<file path="src/rtl/stopwatch_scan_controller.sv">
// stopwatch_scan_controller: timebase, BCD SS.hh counter and 4-digit scan mux.
// Define STOPWATCH_LAP_EN to add the lap snapshot display register.
module stopwatch_scan_controller #(
   parameter int CLK_HZ  = 50_000_000,
   parameter int TICK_HZ = 100,
   parameter int SCAN_HZ = 1000
) (
   input  logic       clk,
   input  logic       sys_rst_n,
   input  logic       start_stop,
   input  logic       clear,
   input  logic       lap,
   output logic [3:0] num_out,
   output logic [1:0] ctrl_led,
   output logic       running,
   output logic       wrapped
);
   localparam int TICK_DIV = CLK_HZ / TICK_HZ;
   localparam int SCAN_DIV = CLK_HZ / SCAN_HZ;
   localparam int TW = $clog2(TICK_DIV);
   localparam int SW = $clog2(SCAN_DIV);
   localparam logic [1:0] IDLE = 2'd0, RUN = 2'd1, PAUSE = 2'd2;

   if (TICK_DIV * TICK_HZ != CLK_HZ || TICK_DIV < 2) begin : g_bad_tick_div
      $error("CLK_HZ/TICK_HZ must divide exactly and be at least 2");
   end
   if (SCAN_DIV * SCAN_HZ != CLK_HZ || SCAN_DIV < 2) begin : g_bad_scan_div
      $error("CLK_HZ/SCAN_HZ must divide exactly and be at least 2");
   end

   function automatic logic [3:0] bcd_inc(input logic [3:0] d, input logic [3:0] lim);
      return (d >= lim) ? 4'd0 : d + 4'd1;
   endfunction

   logic [1:0]      state_q, state_d;
   logic [TW-1:0]   tick_cnt_q, tick_cnt_d;
   logic [SW-1:0]   scan_cnt_q, scan_cnt_d;
   logic [1:0]      sel_q, sel_d;
   logic [3:0][3:0] dig_q, dig_d, shown;
   logic [3:0]      num_q, num_d;
   logic            running_q, running_d, wrapped_q, wrapped_d, tick, scan_adv;
`ifdef STOPWATCH_LAP_EN
   logic            hold_q, hold_d;
   logic [3:0][3:0] snap_q, snap_d;
`else
   logic            unused_lap;
   assign unused_lap = lap;
`endif

   always_comb begin
      tick = state_q == RUN && tick_cnt_q == TW'(TICK_DIV - 1);
      state_d = state_q;
      if (clear) state_d = IDLE;
      else if (start_stop) state_d = (state_q == RUN) ? PAUSE : RUN;
      tick_cnt_d = tick_cnt_q;
      if (clear || (state_q == IDLE && start_stop)) tick_cnt_d = '0;
      else if (state_q == RUN) tick_cnt_d = tick ? '0 : tick_cnt_q + 1'b1;
      dig_d = dig_q;
      wrapped_d = wrapped_q;
      // ripple carry: each digit advances only when every lower digit is at its limit
      if (clear) begin
         dig_d = '0;
         wrapped_d = 1'b0;
      end else if (tick) begin
         dig_d[0] = bcd_inc(dig_q[0], 4'd9);
         if (dig_q[0] >= 4'd9) begin
            dig_d[1] = bcd_inc(dig_q[1], 4'd9);
            if (dig_q[1] >= 4'd9) begin
               dig_d[2] = bcd_inc(dig_q[2], 4'd9);
               if (dig_q[2] >= 4'd9) begin
                  dig_d[3] = bcd_inc(dig_q[3], 4'd5);
                  if (dig_q[3] >= 4'd5) wrapped_d = 1'b1;
               end
            end
         end
      end
      scan_adv = scan_cnt_q == SW'(SCAN_DIV - 1);
      scan_cnt_d = scan_adv ? '0 : scan_cnt_q + 1'b1;
      sel_d = scan_adv ? sel_q + 2'd1 : sel_q;
`ifdef STOPWATCH_LAP_EN
      hold_d = hold_q;
      snap_d = snap_q;
      if (clear) hold_d = 1'b0;
      else if (lap && state_q == RUN) begin
         hold_d = ~hold_q;
         snap_d = hold_q ? snap_q : dig_q;
      end
      shown = hold_q ? snap_q : dig_q;
`else
      shown = dig_q;
`endif
      // num_out uses the next select so digit and select change together
      num_d = shown[sel_d];
      running_d = state_d == RUN;
   end

   always_ff @(posedge clk or negedge sys_rst_n) begin
      if (!sys_rst_n) begin
         state_q    <= IDLE;
         tick_cnt_q <= '0;
         scan_cnt_q <= '0;
         sel_q      <= '0;
         dig_q      <= '0;
         num_q      <= '0;
         running_q  <= 1'b0;
         wrapped_q  <= 1'b0;
      end else begin
         state_q    <= state_d;
         tick_cnt_q <= tick_cnt_d;
         scan_cnt_q <= scan_cnt_d;
         sel_q      <= sel_d;
         dig_q      <= dig_d;
         num_q      <= num_d;
         running_q  <= running_d;
         wrapped_q  <= wrapped_d;
      end
   end

`ifdef STOPWATCH_LAP_EN
   always_ff @(posedge clk or negedge sys_rst_n) begin
      if (!sys_rst_n) begin
         hold_q <= 1'b0;
         snap_q <= '0;
      end else begin
         hold_q <= hold_d;
         snap_q <= snap_d;
      end
   end
`endif

   assign num_out  = num_q;
   assign ctrl_led = sel_q;
   assign running  = running_q;
   assign wrapped  = wrapped_q;
endmodule

</file>
<file path="config.mk">
export PLATFORM = sky130hd
export DESIGN_NAME = stopwatch_scan_controller
export DESIGN_NICKNAME = d
export VERILOG_FILES = /design/src/rtl/stopwatch_scan_controller.sv
export SDC_FILE = /design/constraint.sdc
export NUM_CORES = 1
export LEC_CHECK = 0
export ABC_AREA = 1
export CAP_MARGIN = 30
export CORE_UTILIZATION = 40
export DETAILED_ROUTE_END_ITERATION = 10
export PLACE_DENSITY = 0.54
export SLEW_MARGIN = 20
export SYNTH_ARGS = -nofsm -noshare
export SYNTH_HDL_FRONTEND = slang
export SYNTH_SLANG_ARGS = --single-unit
</file>
<file path="constraint.sdc">
create_clock -name clk -period 1.73 [get_ports clk]
set_input_delay 0.346 -clock clk [delete_from_list [all_inputs] [get_ports clk]]
set_output_delay 0.346 -clock clk [all_outputs]
set_load 0.005 [all_outputs]
</file>
# Word-level counts from Yosys, hierarchy flattened

Index checks and enable logic that the tools add are counted.

Reduce and logical (&&, ||, !) cells: 14
Magnitude comparators: 5
Equality and inequality tests: 4
Multiplexer cells: 25
Add/subtract/negate cells: 7

Operators with widths:

| operator                                                                      | number |
|---|---|
| 19-bit two-way mux                                                            | 3 |
| 16-bit two-way mux                                                            | 3 |
| 4-bit two-way mux                                                             | 6 |
| 19-bit by 1-bit adder with 19-bit output (second input constant)              | 1 |
| 19-bit equality test (second input constant)                                  | 1 |
| 16-bit by 1-bit adder with 16-bit output (second input constant)              | 1 |
| 4-bit by 1-bit adder with 4-bit output (second input constant)                | 4 |
| 16-bit equality test (second input constant)                                  | 1 |
| 4-bit >= comparator (second input constant)                                   | 3 |
| 12-bit two-way mux                                                            | 1 |
| 2-bit nonzero test                                                            | 6 |
| 4-bit binary-select mux with 2-bit select                                     | 1 |
| 2-bit two-way mux                                                             | 4 |
| 8-bit two-way mux                                                             | 1 |
| 1-bit two-way mux                                                             | 6 |
| 5-bit AND reduction                                                           | 1 |
| 2-bit by 1-bit equality test with 1-bit output (second input constant)        | 2 |
| 4-bit by 3-bit >= comparator with 1-bit output (second input constant)        | 1 |
| 4-bit AND reduction                                                           | 1 |
| 2-bit by 3-bit less-than comparator with 1-bit output (second input constant) | 1 |
| 3-bit AND reduction                                                           | 1 |
| 2-bit by 1-bit adder with 2-bit output (second input constant)                | 1 |
| 1-bit logical AND                                                             | 2 |
| 2-bit zero test                                                               | 1 |
| other kinds (2)                                                               | 2 |

Register bits: 61
Logic and storage cells: 66

# Logic depth before layout (Yosys ltp)

Gate-level depths: netlist (run 1).

Depth in word-level cells: 7
Gate-level depth with buffers: 10

# Worst setup path before layout (run 1)

OpenSTA, ideal clock, no wires.

Path kind: register to register
Start: reg dig_q[4] in the netlist's numbering
End: reg dig_q[12] in the netlist's numbering
Data arrival time: 1324 ps
Clock period less this slack: 1442 ps
Slack: 288 ps
Data required time: 1613 ps
Buffers on the path: 0
Stages on the path, launching flop included: 9
Setup time: 117 ps
Cells stage by stage: dfrtp_1 > inv_1 > ha_1 > nand2_1 > o21ai_1 > o21ai_2 > nand3_1 > nand2_1 > nand2_1

Longest elaborated chain between the ends: 3

RTL lines:

| item                          | RTL line | source |
|---|---|---|
| start, declared               | 39       | `logic [3:0][3:0] dig_q, dig_d, shown;` |
| start signal, assigned        | 112      | `dig_q <= dig_d;` |
| 4-bit >= comparator           | 68       | `if (dig_q[1] >= 4'd9) begin` |
| 2-bit nonzero test (no line)  | n/a      |  |
| 4-bit AND reduction (no line) | n/a      |  |

Every way passes these cells.
A chain may end at the register's enable or synchronous reset.

# Final worst setup path (run 1)

Start: reg tick_cnt_q[1]
End: reg dig_q[13] in the netlist's numbering

Longest elaborated chain between the ends: 4

RTL lines:

| item                          | RTL line | source |
|---|---|---|
| start, declared               | 36       | `logic [TW-1:0] tick_cnt_q, tick_cnt_d;` |
| start signal, assigned        | 109      | `tick_cnt_q <= tick_cnt_d;` |
| 19-bit equality test          | 51       | `tick = state_q == RUN && tick_cnt_q == TW'(TICK_DIV - 1);` |
| 1-bit logical AND             | 51       |  |
| 2-bit nonzero test (no line)  | n/a      |  |
| 4-bit AND reduction (no line) | n/a      |  |

Every way passes these cells.

==> results_dict.tcl, run 1 <==
set metrics [dict create \
    status "complete, no violations" \
    vdd.ir_drop.worst_mv 0.488 \
    r2r-end "dig_q[13]" \
    fmax_mhz 613 \
    synth.top_cell.area_share 0.415 \
    critPathMaxStageDelay_ps 360 \
    fin_tns_setup_ps 0 \
    diodes 0 \
    setup_viol_count_final 0 \
    path_buf_inv 0 \
    grt_pass1_wl_um 13800 \
    worstSetupEndpoint "dig_q[13]" \
    finalWirelength_um 8060 \
    grt_max_degree 23 \
    synth_cells 491 \
    required_ps 1960 \
    finalCriticalPeriod_ps 1630 \
    io_buffer_count 11 \
    whs_ps 428 \
    synth_async_sr_flop_share 1.00 \
    clk_latency_ps 340 \
    die_h_um 97.9 \
    endpoint_kind "flop" \
    synth_largest_area_cell "dfrtp_1" \
    worst-setup-path-type "flop to flop" \
    ys_seq_area_frac 0.415 \
    cts.sinks 61 \
    dr.first_iter.drc_count 141 \
    fin_area_sq_mm 0.00445 \
    synth_nets 510 \
    fin_skew_ps 12.4 \
    fin_util 0.506 \
    synth_ff_type "dfrtp_1" \
    wl_per_cell_um 12.2 \
    path_cells "ha_2 > nand3_2 > nor2_1 > nand3_2 > nand2_4 > nand3_1 > nand2_1 > nand2_1" \
    hold_violations 0 \
    synth_cell_types 32 \
    cp.arrival_ps 1870 \
    cts_buffers 9 \
    synth_edf_count 0 \
    grt-ovfl-total 0 \
    worst-path-stages 8 \
    dp_hpwl_um 6030 \
    place_ws_ps -35.8 \
    ios 13 \
    drc_errors 0 \
    die_area_sq_mm 0.00959 \
    worst-r2r-cell-count 8 \
    report.final.slew_viol_count 0 \
    cp_top_family "simple AND/OR/NAND/NOR gates" \
    start_util 0.418 \
    fin_crit_sh 0.943 \
    dp.cells 633 \
    yosysMostFrequentCell "nand2_1" \
    setup_ws_ps 98.2 \
    grt_use_total 0.180 \
    htreeDepth 3 \
    vias 3161 \
    reg2reg_from "tick_cnt_q[1]" \
    power.total_mw 3.31 \
    p_leak_nw 2.16 \
    postSynthAreaPerCell_sq_um 7.49 \
    antenna_found_initial 0 \
    core.rowCount 34 \
    synth_area_leaders "dfrtp_1 41%, nand2_1 11%, nand3_1 7.3%" \
    core_area_sq_mm 0.00881 \
    layout-drive-gt1-share 0.174 \
    path_max_fanout 7 \
    via_per_inst 4.80 \
    ant_nets 0 \
    area_growth_pct 21.0 \
    die_x_um 97.9 \
    synth_common_cells "109 x nand2_1, 70 x nor2_1, 62 x inv_1" \
    reg2reg_slack_ps 100 \
    cp_slowest_cell "dfrtp_1" \
    placed_area_sq_mm 0.00413 \
    critical_path.startpoint "tick_cnt_q[1]" \
    cts_tree "built" \
    final_cells 659 \
    grt_pass1_vias 3033 \
    ys_ff_latch 61 \
    final_nets 565 \
    root_buffer "clkbuf_8" \
    yosys_warnings 0 \
    min_path_type "input pin to async pin" \
    start_kind "flop" \
    clockBufferDepth 2 \
    slew_headroom 0.792 \
    cap_viol_max_count 0 \
    dr.pass1.iters 5 \
    netlist_area_sq_mm 0.00368 \
    worstMarginPinSlew_ps 310 \
    powerDensity_mw_per_mm2 743 \
    gp_congestion 0.819 \
    clk_pin_slew_worst_paths_ps 70 \
]
-- registers in the layout, indices dropped and copies added (netlist names) --
register,flops
ctrl_led,2
dig_q,16
num_out,4
running,1
scan_cnt_q,16
state_q,2
tick_cnt_q,19
wrapped,1
-- worst reg2reg max path, stage by stage (launching register included) --
cell and delay (ps):
dfrtp_1 360, ha_2 220, nand3_2 150, nor2_1 150, nand3_2 180, nand2_4 170
nand3_1 150, nand2_1 100, nand2_1 50
-- timing repair --
action / CTS / global route
hold buffers: 1 / 0
buffers inserted: 0 / 8
resized for setup: 0 / 8
hold endpoints to repair: 9 / 0
setup endpoints to repair: 0 / 19
-- cell families after synthesis --
logic type / count (synthesis) / synth area share
xor gates and xnor gates: 18 / 0.0428
adders and majority gates: 14 / 0.0476
and+or+nand+nor: 289 / 0.362
buffers and inverters: 73 / 0.0806
DFF: 61 / 0.415
AOI/OAI and AO/OA: 36 / 0.0524
-- placed cells by master, fill, tap and decap left out, types with 12 or more instances in the layout --
cell / count
buf_4: 32
dfrtp_1: 60
ha_1: 12
inv_1: 62
nand2_1: 108
nand2_2: 13
nand3_1: 53
nor2_1: 69
nor3_1: 14
o21ai_0: 14
xor2_1: 12
-- metal layers --
layer | GRT usage | wire length [um]
met1 | 0.231 | 3900
met2 | 0.300 | 3870
met3 | 0.0387 | 168
met4 | 0.0664 | 116
met5 | 0 | 0
-- area by class of cell --
| class | instances | area, sq um |
|---|---|---|
| clock buffers | 13 | 159 |
| flip-flops and latches | 61 | 1530 |
| repair buffers | 47 | 415 |
| clock inverters | 3 | 67.6 |
| fillers | 870 | 4350 |
| multi-input cells | 358 | 1890 |
| inverters | 69 | 262 |
| well taps | 108 | 135 |
-- worst min-delay path by stage --
stage | startpoint | to | slack (ps) | cells after the start
CTS | sys_rst_n | scan_cnt_q[8] | 430 | 2
global placement | sys_rst_n | scan_cnt_q[8] | 260 | 1
finish | sys_rst_n | scan_cnt_q[8] | 430 | 2
global route | sys_rst_n | scan_cnt_q[13] | 450 | 2
detailed placement | sys_rst_n | scan_cnt_q[8] | 260 | 1
floorplan | sys_rst_n | ctrl_led[0] | 50 | 0
-- where the power goes --
| part | internal [mW] | switching (mW) |
|---|---|---|
| Combinational | 0.145 | 0.198 |
| Clock | 0.892 | 0.560 |
| Sequential | 1.47 | 0.0449 |
| Total | 2.50 | 0.803 |
No activity file was read; power rests on OpenSTA's default activity.
==> inputs of run 2 (changes only) <==
PLACE_DENSITY = 0.57   (was 0.54)
==> results_dict.tcl, run 2 (synthesis gave the netlist of run 1 again) <==
set metrics [dict create \
    fin_crit_sh 0.969 \
    antenna_found_initial 0 \
    largest_reg_flops 19 \
    worst-setup-path-type "flop to output pin" \
    placed_area_sq_mm 0.00407 \
    fillers 875 \
    dp_hpwl_um 5650 \
    die_x_um 97.9 \
    violations "negative hold slack" \
    cp.arrival_ps 1330 \
    grt_setup_unrepaired "false" \
    layout-drive-gt1-share 0.160 \
    critical_path.startpoint "ctrl_led[0]" \
    worstSetupEndpoint "ctrl_led[0]" \
    cp_slowest_cell "clkdlybuf4s50_1" \
    die_area_sq_mm 0.00959 \
    report.final.slew_viol_count 0 \
    critPathMaxStageDelay_ps 540 \
    htreeDepth 3 \
    grt-ovfl-total 0 \
    clk_latency_ps 340 \
    worstMarginPinSlew_ps 340 \
    layout_commonest_cell "nand2_1" \
    clockBufferDepth 2 \
    area_growth_pct 18.0 \
    fin_area_sq_mm 0.00434 \
    vdd.ir_drop.worst_mv 0.360 \
    cap_viol_max_count 0 \
    min_path_type "input pin to async pin" \
    reg2reg_slack_ps 140 \
    hold_violations 3 \
    final_nets 554 \
    dr.first_iter.drc_count 122 \
    final_cell_mix "108 x nand2_1, 68 x nor2_1, 61 x inv_1, 61 x dfrtp_1, 52 x nand3_1" \
    worst-r2r-cell-count 7 \
    endpoint_kind "output pin" \
    fin_skew_ps 11.7 \
    io_buffer_count 11 \
    cts_buffers 9 \
    root_buffer "clkbuf_8" \
    via_per_inst 4.88 \
    setup_viol_count_final 0 \
    top_register "tick_cnt_q" \
    drc_errors 0 \
    r2r-end "wrapped" \
    whs_ps -6.71 \
    finalCriticalPeriod_ps 1680 \
    cts.sinks 61 \
    top_regs "tick_cnt_q: 19 flops, dig_q: 16 flops, scan_cnt_q: 16 flops" \
    clk_pin_slew_worst_paths_ps 70 \
    cts_hold_buf 0 \
    slew_headroom 0.773 \
    path_cells "clkdlybuf4s50_1" \
    worst-path-stages 1 \
    core_area_sq_mm 0.00881 \
    finalWirelength_um 7840 \
    dr.pass1.iters 4 \
    cts_tree "built" \
    p_leak_nw 2.10 \
    status "finished with violations" \
    grt_max_degree 62 \
    grt_use_total 0.177 \
    reg2reg_from "dig_q[4]" \
    core.rowCount 34 \
    vias 3157 \
    cp_top_family "buffers and inverters" \
    grt_pass1_vias 3009 \
    ios 13 \
    power.total_mw 3.03 \
    fmax_mhz 597 \
    path_max_fanout 5 \
    die_h_um 97.9 \
    gp_congestion 0.830 \
    path_buf_inv 1 \
    start_kind "flop" \
    diodes 0 \
    start_util 0.418 \
    powerDensity_mw_per_mm2 697 \
    grt_pass1_wl_um 13700 \
    wl_per_cell_um 12.1 \
    required_ps 1380 \
    ant_nets 0 \
]
==> run 2: cell types whose count changed in the layout (fill, tap and decap cells not counted), sizes merged <==
cell and change:
buf -10, bufinv -2, clkinv +1, clkbuf +1
dlygate4sd3 -1, clkinvlp -1
==> run 2: worst min-delay path by stage <==
stage / start / to / depth (start not counted)
4_1_cts: sys_rst_n / dig_q[9] / 2
6_report: sys_rst_n / dig_q[9] / 2
2_1_floorplan: sys_rst_n / ctrl_led[0] / 0
5_1_grt: sys_rst_n / scan_cnt_q[12] / 2
3_5_place_dp: sys_rst_n / dig_q[8] / 2
3_3_place_gp: sys_rst_n / dig_q[8] / 2
==> run 2: per-layer routing <==
layer  global-route usage  wire length (um)  vias to the layer above
li1                     -                 -                     1648
met1                0.236              3870                     1467
met2                0.291              3680                       34
met3               0.0265               194                        8
met4               0.0664                96                        0
met5                    0                 0                        -
==> run 2: final cells by class <==
type | count | area, sq um | area share
Sequential cell | 61 | 1530 | 0.351
Timing Repair Buffer | 36 | 334 | 0.0769
Tap cell | 108 | 135 | 0.0311
Clock inverter | 1 | 5.00 | 0.00115
Clock buffer | 14 | 173 | 0.0398
Inverter | 69 | 262 | 0.0602
Multi-Input combinational cell | 358 | 1910 | 0.439
==> run 2: report_power, final <==
group	total [mW]	switching (mW)	internal (mW)
registers	1.51	0.0447	1.47
clock network	1.18	0.552	0.629
logic	0.333	0.199	0.135
total	3.03	0.795	2.23
==> run 2: through the flow <==
step	setup TNS [ps]	hold WS, ps	utilization	cells	setup WS, ps
2_1_floorplan	0	50.4	-	491	288
3_3_place_gp	-4.27	384	0.462	626	-3.61
3_5_place_dp	-31.3	388	0.462	626	-15.2
4_1_cts	0	18.9	0.483	641	22.9
5_1_grt	0	48.2	0.493	647	4.22
6_report	0	-6.71	0.493	647	53.8
==> run 2: repair_timing <==
| action | CTS | global route |
|---|---|---|
| setup endpoints to repair | 0 | 19 |
| setup buffers | 0 | 5 |
| gates resized for setup | 0 | 13 |
